## config.mk

```make
export PLATFORM = sky130hd
export DESIGN_NAME = coin_spawner
export DESIGN_NICKNAME = d
export VERILOG_FILES = /design/src/rtl/coin_pkg.sv /design/src/rtl/coin_spawner_lfsr16.sv /design/src/rtl/coin_spawner.sv
export SDC_FILE = /design/constraint.sdc
export NUM_CORES = 1
export LEC_CHECK = 0
export BUFFER_PORTS_ARGS = -buffer_cell sky130_fd_sc_hd__buf_2
export CAP_MARGIN = 25
export CELL_PAD_IN_SITES_DETAIL_PLACEMENT = 0
export CELL_PAD_IN_SITES_GLOBAL_PLACEMENT = 2
export CORE_ASPECT_RATIO = 1.2
export CORE_MARGIN = 2
export CORE_UTILIZATION = 36
export CTS_CLUSTER_DIAMETER = 60
export DETAILED_ROUTE_END_ITERATION = 6
export GPL_TIMING_DRIVEN = 0
export PLACE_DENSITY = 0.77
export SYNTH_ARGS = -nofsm -noshare
export SYNTH_HDL_FRONTEND = slang
export SYNTH_SLANG_ARGS = --single-unit
export TNS_END_PERCENT = 10
```

## constraint.sdc

```tcl
create_clock -name Clk -period 3.4 [get_ports Clk]
set_input_delay 0.34 -clock Clk [delete_from_list [all_inputs] [get_ports Clk]]
set_output_delay 0.34 -clock Clk [all_outputs]
set_load 0.02 [all_outputs]
```

## src/rtl/coin_pkg.sv

```systemverilog
// Shared constants and types for the coin spawner and the coin-collision block.
package coin_pkg;

  localparam logic [9:0]  X_LEFT     = 10'd144;
  localparam logic [9:0]  X_RIGHT    = 10'd783;
  localparam logic [9:0]  Y_BASE     = 10'd120;
  localparam logic [2:0]  SPEED_INIT = 3'd2;
  localparam logic [2:0]  SPEED_MAX  = 3'd5;
  localparam logic [15:0] LFSR_SEED  = 16'hACE1;

  typedef enum logic [1:0] {
    GS_START    = 2'd0,
    GS_PLAYING  = 2'd1,
    GS_OVER     = 2'd2,
    GS_OVER_ALT = 2'd3
  } game_state_e;

  typedef enum logic [1:0] {
    ST_IDLE   = 2'd0,
    ST_RUN    = 2'd1,
    ST_FROZEN = 2'd2
  } fsm_state_e;

  function automatic fsm_state_e decode_state(input logic [1:0] gs);
    fsm_state_e st;
    case (gs)
      GS_START:   st = ST_IDLE;
      GS_PLAYING: st = ST_RUN;
      default:    st = ST_FROZEN;
    endcase
    return st;
  endfunction

  // Fibonacci step, taps 16,14,13,11 (1-indexed), shifting toward the MSB.
  function automatic logic [15:0] lfsr_next(input logic [15:0] s);
    return {s[14:0], s[15] ^ s[13] ^ s[12] ^ s[10]};
  endfunction

endpackage

```

## src/rtl/coin_spawner_lfsr16.sv

```systemverilog
// 16-bit Fibonacci LFSR with enable; source of the coin respawn heights.
module lfsr16 import coin_pkg::*; #(
  parameter logic [15:0] SEED = LFSR_SEED
) (
  input  logic        clk_i,
  input  logic        rst_i,
  input  logic        en_i,
  output logic [15:0] state_o
);

  logic [15:0] state_q;
  logic [15:0] state_d;

  // Next state: advance only when enabled.
  always_comb begin
    state_d = state_q;
    if (en_i) begin
      state_d = lfsr_next(state_q);
    end else begin
      state_d = state_q;
    end
  end

  // State register.
  always_ff @(posedge clk_i or posedge rst_i) begin
    if (rst_i) begin
      state_q <= SEED;
    end else begin
      state_q <= state_d;
    end
  end

  assign state_o = state_q;

endmodule

```

## src/rtl/coin_spawner.sv

```systemverilog
// Scrolls two coins leftward once per frame, respawning them at the right edge
// with pseudo-random heights and raising scroll speed as coins are respawned.
module coin_spawner import coin_pkg::*; #(
  parameter logic [9:0] X_RIGHT    = coin_pkg::X_RIGHT,
  parameter logic [9:0] X_LEFT     = coin_pkg::X_LEFT,
  parameter logic [9:0] Y_BASE     = coin_pkg::Y_BASE,
  parameter logic [2:0] SPEED_INIT = coin_pkg::SPEED_INIT,
  parameter logic [2:0] SPEED_MAX  = coin_pkg::SPEED_MAX
) (
  input  logic       Clk,
  input  logic       Reset,
  input  logic       frame_clk,
  input  logic [1:0] game_state,
  input  logic       coin1_collected,
  input  logic       coin2_collected,
  output logic [9:0] coin1_X_Pos,
  output logic [9:0] coin1_Y_Pos,
  output logic [9:0] coin2_X_Pos,
  output logic [9:0] coin2_Y_Pos,
  output logic       coin1_visible,
  output logic       coin2_visible,
  output logic [2:0] speed
);

  localparam logic [9:0] X1_INIT = X_RIGHT;
  localparam logic [9:0] Y1_INIT = Y_BASE + 10'd64;
  localparam logic [9:0] X2_INIT = X_RIGHT - 10'd320;
  localparam logic [9:0] Y2_INIT = Y_BASE + 10'd128;

  fsm_state_e  state_q;
  logic [9:0]  coin1_x_q, coin1_y_q, coin2_x_q, coin2_y_q;
  logic [2:0]  speed_q;
  logic [3:0]  cnt_q;
  logic        sync1_q, sync2_q, sync3_q;

  logic        frame_tick_s;
  logic        lfsr_en_s;
  logic [15:0] lfsr_s;
  logic        wrap1_s, wrap2_s;
  logic [9:0]  coin1_x_d, coin1_y_d, coin2_x_d, coin2_y_d;
  logic [4:0]  cnt_sum_s;
  logic        crossed_s;
  logic [2:0]  speed_d;
  logic [3:0]  cnt_d;

  // Move left by spd, clamped so the coin rests exactly on X_LEFT for one frame.
  function automatic logic [9:0] step_x(input logic [9:0] x, input logic [2:0] spd);
    logic [10:0] diff;
    diff = {1'b0, x} - {8'd0, spd};
    if (diff <= {1'b0, X_LEFT}) begin
      return X_LEFT;
    end else begin
      return diff[9:0];
    end
  endfunction

  // Frame strobe synchronizer and rising-edge register.
  always_ff @(posedge Clk or posedge Reset) begin
    if (Reset) begin
      sync1_q <= 1'b0;
      sync2_q <= 1'b0;
      sync3_q <= 1'b0;
    end else begin
      sync1_q <= frame_clk;
      sync2_q <= sync1_q;
      sync3_q <= sync2_q;
    end
  end

  assign frame_tick_s = sync2_q & ~sync3_q;
  assign lfsr_en_s    = frame_tick_s && (state_q == ST_RUN);

  lfsr16 #(.SEED(LFSR_SEED)) u_lfsr (
    .clk_i   (Clk),
    .rst_i   (Reset),
    .en_i    (lfsr_en_s),
    .state_o (lfsr_s)
  );

  // Per-frame motion, respawn and speed-up candidates; committed only on a RUN tick.
  always_comb begin
    wrap1_s   = (coin1_x_q <= X_LEFT);
    wrap2_s   = (coin2_x_q <= X_LEFT);
    coin1_x_d = wrap1_s ? X_RIGHT : step_x(coin1_x_q, speed_q);
    coin2_x_d = wrap2_s ? X_RIGHT : step_x(coin2_x_q, speed_q);
    coin1_y_d = wrap1_s ? (Y_BASE + {2'b00, lfsr_s[7:0]}) : coin1_y_q;
    coin2_y_d = wrap2_s ? (Y_BASE + {2'b00, lfsr_s[15:8]}) : coin2_y_q;
    cnt_sum_s = {1'b0, cnt_q} + {4'd0, wrap1_s} + {4'd0, wrap2_s};
    crossed_s = (cnt_sum_s[4:3] != {1'b0, cnt_q[3]});
    cnt_d     = cnt_sum_s[3:0];
    speed_d   = (crossed_s && (speed_q < SPEED_MAX)) ? (speed_q + 3'd1) : speed_q;
  end

  // Game FSM with registered coin state.
  always_ff @(posedge Clk or posedge Reset) begin
    if (Reset) begin
      state_q   <= ST_IDLE;
      coin1_x_q <= X1_INIT;
      coin1_y_q <= Y1_INIT;
      coin2_x_q <= X2_INIT;
      coin2_y_q <= Y2_INIT;
      speed_q   <= SPEED_INIT;
      cnt_q     <= 4'd0;
    end else begin
      state_q <= decode_state(game_state);
      case (state_q)
        ST_RUN: begin
          if (frame_tick_s) begin
            coin1_x_q <= coin1_x_d;
            coin1_y_q <= coin1_y_d;
            coin2_x_q <= coin2_x_d;
            coin2_y_q <= coin2_y_d;
            speed_q   <= speed_d;
            cnt_q     <= cnt_d;
          end
        end
        ST_FROZEN: begin
        end
        default: begin
          coin1_x_q <= X1_INIT;
          coin1_y_q <= Y1_INIT;
          coin2_x_q <= X2_INIT;
          coin2_y_q <= Y2_INIT;
          speed_q   <= SPEED_INIT;
          cnt_q     <= 4'd0;
        end
      endcase
    end
  end

  assign coin1_X_Pos   = coin1_x_q;
  assign coin1_Y_Pos   = coin1_y_q;
  assign coin2_X_Pos   = coin2_x_q;
  assign coin2_Y_Pos   = coin2_y_q;
  assign speed         = speed_q;
  assign coin1_visible = ((state_q == ST_RUN) || (state_q == ST_FROZEN)) &&
                         !coin1_collected && (coin1_x_q > X_LEFT);
  assign coin2_visible = ((state_q == ST_RUN) || (state_q == ST_FROZEN)) &&
                         !coin2_collected && (coin2_x_q > X_LEFT);

endmodule

```

# Word level (Yosys, flattened, before mapping)
# Cells that the tools add are included.
[word_totals]
register_bits = 68
out_inout_bits = 45
[classes]
n_addsub = 7
magnitude_cmp = 7
eq_ne = 8
muxes = 20
n_bitwise = 6
reduce_logical = 14
[ops]
columns = ["cell", "count"]
rows = [
  ["$mux 10", 10],
  ["$pmux 10 s2", 4],
  ["$le 11x8->1 const B", 2],
  ["$sub 10x3->11", 2],
  ["$gt 10x8->1 const B", 2],
  ["$le 10x8->1 const B", 2],
  ["$add 7x8->9 const A", 2],
  ["$reduce_and 3->1", 3],
  ["$ne 2x2->1 const B", 4],
  ["$pmux 4 s2", 1],
  ["$logic_and 1x1->1", 6],
  ["$mux 3", 2],
  ["$pmux 3 s2", 1],
  ["$add 4x1->5", 1],
  ["$add 5x1->5", 1],
  ["$eq 2x1->1 const B", 2],
  ["$mux 4", 1],
  ["$pmux 2 s2", 1],
  ["$add 3x1->3 const B", 1],
  ["$lt 3x3->1 const B", 1],
  ["$xor 1x1->1", 3],
  ["$eq 2x2->1 const B", 1],
  ["$logic_not 1->1", 2],
  ["$logic_not 2->1", 1],
  ["other kinds (5)", 6],
]

# Depth between registers and ports, before layout
# Gate-level depths: netlist of run 1.
[depth]
word_depth = 8
depth_mapped = 14

# By module
# From an unflattened synthesis of run 1, not the netlist that was laid out.
[unflattened]
hier_cells = 381
area_unflattened_um2 = 3749.8
[by_module_without_submodules]
columns = ["mod", "n_inst", "cells_each", "area_each_um2"]
rows = [
  ["coin_spawner", 1, 342, 3070.4],
  ["lfsr16", 1, 39, 679.4],
]

# Worst setup path before layout of run 1
# Ideal clock, no wire load.
[synth_path]
path_kind = "register -> register"
from = "register coin2_x_q[0] (netlist: coin2_X_Pos[0])"
to = "register coin2_x_q[4] (netlist: coin2_X_Pos[4])"
setup_ns = 0.080
arrival_time_ns = 2.997
t_required_ns = 3.320
path_slack_ns = 0.323
stages_incl_launch_ff = 11
path_buffers = 0
synth_period_minus_slack_ns = 3.077
cell_sequence = "dfstp_2 > inv_1 > ha_1 > fa_1 > nand2b_2 > or4b_4 > a221oi_2 > o211ai_2 > a21o_1 > a311o_1 > a2bb2oi_1"
[synth_via]
elab_chain_len = 6
elab_cells_between_ends = 7
[synth_lines]
columns = ["item", "line", "text"]
rows = [
  ["start: declaration", "coin_spawner.sv:31", "logic [9:0] coin1_x_q, coin1_y_q, coin2_x_q, coin2_y_q;"],
  ["start signal: assignment", "coin_spawner.sv:111", "coin2_x_q <= coin2_x_d;"],
  ["$sub 10x3->11", "coin_spawner.sv:49", "diff = {1'b0, x} - {8'd0, spd};"],
  ["$le 11x8->1", "coin_spawner.sv:50", "if (diff <= {1'b0, X_LEFT}) begin"],
  ["$mux 10", "coin_spawner.sv:50", ""],
  ["$mux 10 (*)", "coin_spawner.sv:85", "coin2_x_d = wrap2_s ? X_RIGHT : step_x(coin2_x_q, speed_q);"],
  ["$mux 10 (*)", "coin_spawner.sv:108", "if (frame_tick_s) begin"],
  ["$pmux 10 s2 (*)", "coin_spawner.sv:106", "case (state_q)"],
]
# Every way passes the cells marked *; elsewhere a longest branch is shown, timed or not. The select of a mux whose other input is x is not followed.
# A chain may end at the register's enable or synchronous reset.

# Worst setup path in the final report of run 1
# Same ends and word-level chain as after synthesis.

==> run_results.csv, run 1 <==
group,metric,value,unit
die,fp-row-count,40,
power_and_ir_drop,p_leak,0.001913,uW
setup_path,r2r-end,"coin2_X_Pos[4]$_DFFE_PP0P_",
yosys,synth_seq_cells,66,
run_status,status,"finished, final reports clean",
flow_run,max-cap-violations,0,
setup_path,cp-end-kind,"flop",
setup_path,crit_fanout,7,
yosys,yosysWarnings,0,
die,die_area,0.01094,mm^2
sta,rsz0062_at_grt,"no",
route,post_drt_wl_per_cell,16.03,um
yosys,synth-xor-area-share,3.368,%
route,vias,3046,
sta,setup_violations,0,
cells_and_area,diodes,0,
yosys,synth_top_family_by_area,"compound AO/OA/AOI/OAI gates",
clock_tree,cts.sinks,66,
setup_path,cp-startpoint,"coin2_X_Pos[0]$_DFFE_PP1P_",
setup_path,cp.depth,10,
clock_tree,cts_inserted_buffers,9,
cells_and_area,area_growth,20.69,%
sta,slew_headroom,45.94,%
global_routing,grt.overflow.total,0,
setup_path,criticalPathCategory,"flop to flop",
route,drtIter0Drc,86,
placement,dp.final_hpwl,6502,um
yosys,synth_top_flop_cell,"dfrtp_1",
global_routing,grt_pass1_wl,14950,um
power_and_ir_drop,total_power,2033,uW
yosys,ys_top_cells_by_area,"dfrtp_1 (24%), dfstp_2 (22%), ha_1 (4.1%), o21ai_0 (4.0%), mux2_2 (3.7%)",
die,die_w,95.81,um
setup_path,crit_path_end,"coin2_X_Pos[4]$_DFFE_PP0P_",
yosys,synth_top_area_cell,"dfrtp_1",
cells_and_area,nets,457,
clock_tree,cts.path.max_buffers,2,
sta,timing.fmax,313.9,MHz
setup_path,crit_slowest_cell,"dfstp_2",
yosys,netlist_top_cells_count,"dfrtp_1 (35), nand2_1 (35), dfstp_2 (31)",
yosys,synthArstFlopShare,100.0,%
sta,fin_crit,3.186,ns
setup_path,r2r_start,"coin2_X_Pos[0]$_DFFE_PP1P_",
die,pin_count,52,
yosys,synth.area.mux_share,3.711,%
route,first_pass_iters,4,
placement,place_congestion,0.8073,
clock_tree,postCtsSetupBuffers,0,
yosys,avgSynthCellArea,9.735,um^2
setup_path,critPathLaunchType,"flop",
route,viasPerCell,5.382,
worst_hold_path,hold_class,"primary input to flop",
clock_tree,root_buffer,"clkbuf_16",
sta,hold_viol,0,
sta,skew,0.005044,ns
setup_path,crit_family,"compound AO/OA/AOI/OAI gates",
yosys,syn_inst,374,
global_routing,grt_max_degree,67,
route,drc,0,
yosys,synth-compound-area-share,20.31,%
clock_tree,path_clk_slew,0.06,ns
sta,finalCritPeriodShare,93.70,%
yosys,synth_top_area_share,24.05,%
cells_and_area,final_core_utilization,44.34,%
global_routing,grt_pass1_vias,2970,
die,core,0.009910,mm^2
yosys,synth_edf_count,0,
cells_and_area,drive_gt1_share,26.82,%
setup_path,crit_chain,"inv_1, ha_1, fa_1, nand2b_2, or4b_4, a221oi_2, o211ai_2, a21o_1, a311o_1, a2bb2oi_1",
global_routing,grt_antenna_before_repair,0,
power_and_ir_drop,p_per_area,462.6,mW/mm^2
yosys,synthSimpleGateAreaFrac,16.05,%
clock_tree,cts_tree,"built",
sta,finalMaxSlewViolations,0,
clock_tree,cts_resized,0,
global_routing,track_usage,17.93,%
yosys,synth_seq_area_share,46.43,%
placement,portBuffers,49,
setup_path,r2r_setup_slack,0.21,ns
power_and_ir_drop,peakVddDrop,0.2614,mV
setup_path,critPathMaxStageDelay,0.54,ns
sta,fin_setup_tns,0,ns
clock_tree,ctsHoldBuffers,0,
setup_path,worstPathRequired,3.66,ns
die,die_y,114.2,um
clock_tree,clk_latency,0.33,ns
route,routed_wl,9074,um
yosys,yosys.area_share.adder,5.773,%
route,postRouteAntennaNets,0,
setup_path,crit_buf_inv,1,
die,initial_utilization,36.74,%
setup_path,worstPathArrival,3.45,ns
setup_path,r2r.worst_path.cells,10,
yosys,ys_types,57,
clock_tree,cts-htree-levels,3,
yosys,synth_area,0.003641,mm^2
sta,tightest_slew,0.8110,ns
[worst register-to-register path, stage by stage, from the launching register on]
cell       delay [ns]
dfstp_2          0.54
inv_1            0.05
ha_1             0.24
fa_1             0.41
nand2b_2         0.26
or4b_4           0.54
a221oi_2         0.25
o211ai_2         0.13
a21o_1           0.22
a311o_1          0.35
a2bb2oi_1        0.14
[sequential cells by signal, summed over array words and instances (netlist names)]
name,flops
u_lfsr.state_o,16
coin1_X_Pos,10
coin2_X_Pos,10
coin1_Y_Pos,9
coin2_Y_Pos,9
cnt_q,4
speed,3
state_q,2
sync1_q,1
sync2_q,1
sync3_q,1
[cell type report]
class / instances / area (um^2)
plain buffers: 21 / 87.58
clock buffers: 10 / 229.0
clock inverters: 6 / 115.1
fillers: 967 / 5515
inverters: 18 / 70.07
multi-input cells: 270 / 1799
flip-flops and latches: 66 / 1690
well taps: 126 / 157.7
repair buffers: 49 / 245.2
[worst min-delay path by stage]
stage,cells after the start,slack [ns],from,end
finish,1,0.11,frame_clk,sync1_q$_DFF_PP0_
global route,1,0.11,frame_clk,sync1_q$_DFF_PP0_
CTS,1,0.10,frame_clk,sync1_q$_DFF_PP0_
detailed placement,0,0.34,sync1_q$_DFF_PP0_,sync2_q$_DFF_PP0_
global placement,0,0.34,sync1_q$_DFF_PP0_,sync2_q$_DFF_PP0_
floorplan,0,0.33,sync1_q$_DFF_PP0_,sync2_q$_DFF_PP0_
[cells in the final DEF, fill, tap and decap left out, types with 3 or more instances in the layout]
cell type | netlist | layout
nor2b_1 | 4 | 4
xor2_1 | 4 | 4
buf_2 | 0 | 49
a21oi_1 | 23 | 23
nor3_1 | 7 | 7
or4_1 | 3 | 3
ha_1 | 12 | 12
o31ai_1 | 6 | 6
nand3b_1 | 3 | 3
a31oi_1 | 5 | 5
nor2_1 | 29 | 29
xnor2_1 | 10 | 10
nor4_1 | 6 | 6
or3_1 | 3 | 3
inv_1 | 18 | 17
a22o_1 | 8 | 8
nand4_1 | 3 | 3
nand2b_1 | 7 | 7
a21o_1 | 8 | 8
dfstp_2 | 31 | 31
fa_1 | 3 | 3
dfrtp_1 | 35 | 35
nand3_1 | 6 | 6
o22ai_1 | 3 | 3
clkbuf_16 | 0 | 9
bufinv_16 | 0 | 3
nand2_1 | 35 | 35
o21ai_0 | 29 | 29
clkbuf_1 | 18 | 19
mux2_2 | 12 | 12
a211o_1 | 3 | 3
a221oi_1 | 4 | 4
[metrics by stage]
stage	instance area [um^2]	cells	setup WS (ns)	hold slack, ns
2_1_floorplan	3645	375	0.3234	0.3312
3_3_place_gp	4048	550	0.2201	0.3351
3_5_place_dp	4050	550	0.2186	0.3426
4_1_cts	4394	566	0.2067	0.1008
5_1_grt	4394	566	0.005976	0.1082
6_report	4394	566	0.2141	0.1112
[kinds of logic after synthesis]
group / after synthesis
adder cells (fa/ha/maj): 15
AO/OA/AOI/OAI: 111
XOR/XNOR: 14
buffers and inverters: 39
flip-flops: 66
multiplexers: 12
AND/OR/NAND/NOR: 116
other: 1
[per-layer routing]
| metal | routed length (um) | track usage, % | part of all wire [%] |
|---|---|---|---|
| met5 | 0 | 0 | 0 |
| met2 | 4585 | 29.70 | 51 |
| met1 | 4029 | 22.59 | 44 |
| met4 | 150 | 7.238 | 1.7 |
| met3 | 309 | 3.884 | 3.4 |
[power breakdown]
group | switching (uW) | leakage (uW) | internal (uW)
sequential | 11.4 | 0.000803 | 809
combinational | 95.4 | 0.000947 | 41.7
clock | 357 | 0.000163 | 719
total | 464 | 0.00191 | 1570
No activity file was read; power rests on OpenSTA's default activity.
==> inputs of run 2 (changes only) <==
- CORE_ASPECT_RATIO: 1.2 -> 0.9
==> run 2 against run 1 <==
Net effect: first-iteration DRC count increased by 16%; largest cell class unchanged; critical endpoint unchanged; sequential power hardly changed; combinational power hardly changed; critical path depth unchanged; wire length fell by 1.6%; final cell count unchanged; via count hardly changed; global-route usage about the same; count of clock-buffer cells in the layout fell by 1; largest power group is now registers; worst setup slack got worse by 0.0089 ns; register-to-register slack about the same.
==> run_results.csv, run 2 (synthesis results as in run 1) <==
group,metric,value,unit
die,fp-row-count,34,
cells_and_area,multiInputGateArea,0.001799,mm^2
die,core,0.009742,mm^2
setup_path,cp-startpoint,"coin2_X_Pos[0]$_DFFE_PP1P_",
clock_tree,cts_resized,0,
setup_path,r2r_setup_slack,0.21,ns
die,die_w,110.0,um
power_and_ir_drop,peakVddDrop,0.1813,mV
route,post_drt_wl_per_cell,15.77,um
global_routing,grt_max_degree,67,
setup_path,worstPathRequired,3.68,ns
clock_tree,cts_inserted_buffers,9,
cells_and_area,mostFrequentLayoutCell,"buf_2",
power_and_ir_drop,p_sw,446.3,uW
cells_and_area,nFillCells,997,
route,viasPerCell,5.385,
sta,tightest_slew,0.8361,ns
die,die_y,99.41,um
global_routing,track_usage,17.95,%
route,top_layer,"met4",
route,wl_met2,3954,um
worst_hold_path,min_path_cells,1,
sta,setup_violations,0,
setup_path,crit_chain,"inv_1, ha_1, fa_1, nand2b_2, or4b_4, a221oi_2, o211ai_2, a21o_1, a311o_1, a2bb2oi_1",
cells_and_area,area_growth,17.42,%
placement,post_dp_cell_area,0.004050,mm^2
clock_tree,clk_latency,0.35,ns
setup_path,criticalPathCategory,"flop to flop",
route,postRouteAntennaNets,0,
clock_tree,cts-htree-levels,3,
sta,fin_setup_tns,0,ns
route,wl_met3,430,um
global_routing,grt.overflow.total,0,
setup_path,cp-end-kind,"flop",
cells_and_area,drive_gt1_share,27.05,%
route,first_pass_iters,4,
sta,fin_crit,3.195,ns
cells_and_area,regArea,0.001690,mm^2
setup_path,r2r-end,"coin2_X_Pos[4]$_DFFE_PP0P_",
clock_tree,path_clk_slew,0.09,ns
flow_run,max-cap-violations,0,
route,drc,0,
power_and_ir_drop,p_int,1267,uW
clock_tree,ctsHoldBuffers,0,
power_and_ir_drop,p_per_area,400.7,mW/mm^2
power_and_ir_drop,p_leak,0.001856,uW
worst_hold_path,hold_class,"primary input to flop",
setup_path,r2r_start,"coin2_X_Pos[0]$_DFFE_PP1P_",
die,pin_count,52,
power_and_ir_drop,pwr-share-seq,47.8,%
route,wl_met1,4477,um
cells_and_area,diodes,0,
power_and_ir_drop,pwr-share-comb,8.0,%
cells_and_area,largest_register_ffs,16,
power_and_ir_drop,clockPowerShare,44.2,%
cells_and_area,nets,457,
setup_path,r2r.worst_path.cells,10,
worst_hold_path,worstHoldStart,"frame_clk",
power_and_ir_drop,sw_frac_of_total,26.05,%
route,routed_wl,8927,um
sta,hold_viol,0,
die,die_area,0.01094,mm^2
clock_tree,cts_tree,"built",
cells_and_area,fin_area,0.004275,mm^2
placement,portBuffers,49,
clock_tree,cts.sinks,66,
clock_tree,postCtsSetupBuffers,0,
sta,timing.fmax,313.0,MHz
die,initial_utilization,37.37,%
setup_path,critPathLaunchType,"flop",
worst_hold_path,hold_end,"sync1_q$_DFF_PP0_",
route,vias,3048,
setup_path,crit_fanout,7,
global_routing,grt_pass1_wl,15210,um
global_routing,grt_pass1_vias,2883,
global_routing,grt_antenna_before_repair,0,
sta,rsz0062_at_grt,"no",
sta,slew_headroom,44.26,%
sta,skew,0.01424,ns
run_status,status,"finished, final reports clean",
clock_tree,cts.path.max_buffers,2,
sta,finalCritPeriodShare,93.97,%
setup_path,critPathMaxStageDelay,0.54,ns
placement,dp.final_hpwl,6276,um
sta,finalMaxSlewViolations,0,
clock_tree,root_buffer,"clkbuf_8",
route,drtIter0Drc,100,
setup_path,worstPathArrival,3.47,ns
cells_and_area,final_cell_mix,"buf_2 (49), nand2_1 (35), dfrtp_1 (35), dfstp_2 (31)",
placement,place_congestion,0.7742,
setup_path,crit_slowest_cell,"dfstp_2",
-- run 2: changes by cell type in the layout (fill, tap and decap cells not counted) --
cell        change
clkbuf_16       -9
clkinvlp_4      +1
clkbuf_1        -1
inv_6           +1
bufinv_16       -1
clkbuf_8        +9
-- run 2: how the worst max path moves through the flow --
stage / endpoint / slack, ns / cells past startpoint
3_3_place_gp: coin2_X_Pos[4]$_DFFE_PP0P_ / 0.22 / 10
6_report: coin2_X_Pos[4]$_DFFE_PP0P_ / 0.21 / 10
4_1_cts: coin2_X_Pos[4]$_DFFE_PP0P_ / 0.21 / 10
3_5_place_dp: coin2_X_Pos[4]$_DFFE_PP0P_ / 0.22 / 10
5_1_grt: coin2_X_Pos[4]$_DFFE_PP0P_ / 0.03 / 10
2_1_floorplan: coin2_X_Pos[4]$_DFFE_PP0P_ / 0.32 / 10
-- run 2: power by group through the flow --
stage          registers, uW  logic (uW)  clock network [uW]
4_1_cts                  819         140                 788
3_5_place_dp             833         139                   0
3_3_place_gp             831         139                   0
5_1_grt                  821         155                 816
2_1_floorplan            845        80.6                   0
6_report                 818         138                 757
-- run 2: worst max-delay path: cells and delay by family (launching register included) --
family	cells	cell delay, ns
buffers and inverters	1	0.06
adders and majority gates	2	0.63
and+or+nand+nor	2	0.80
AOI/OAI and AO/OA	5	1.09
DFF	1	0.54
-- run 2: routing by layer --
metal	global-route usage [%]	vias up
met4	4.090	0
met5	0	-
met1	27.09	1492
met2	26.05	81
met3	4.128	6
li1	-	1469
-- run 2: stage by stage --
stage | hold WS, ns | cells | power (uW) | setup slack (ns) | utilization [%]
floorplan | 0.3312 | 375 | 925.6 | 0.3234 | -
global placement | 0.3345 | 550 | 970.4 | 0.2166 | 41.55
detailed placement | 0.3347 | 550 | 971.9 | 0.2164 | 41.57
CTS | 0.07974 | 566 | 1747 | 0.2056 | 43.89
global route | 0.07897 | 566 | 1792 | 0.02807 | 43.89
finish | 0.09958 | 566 | 1713 | 0.2052 | 43.89
-- run 2: layout make-up --
class,instances,share of cell area [%]
multi-input combinational,270,42.08
buffer,21,2.049
tap,126,3.687
inverter,18,1.639
sequential,66,39.54
clock buffer,9,2.897
timing repair buffer,49,5.736
clock inverter,7,2.370
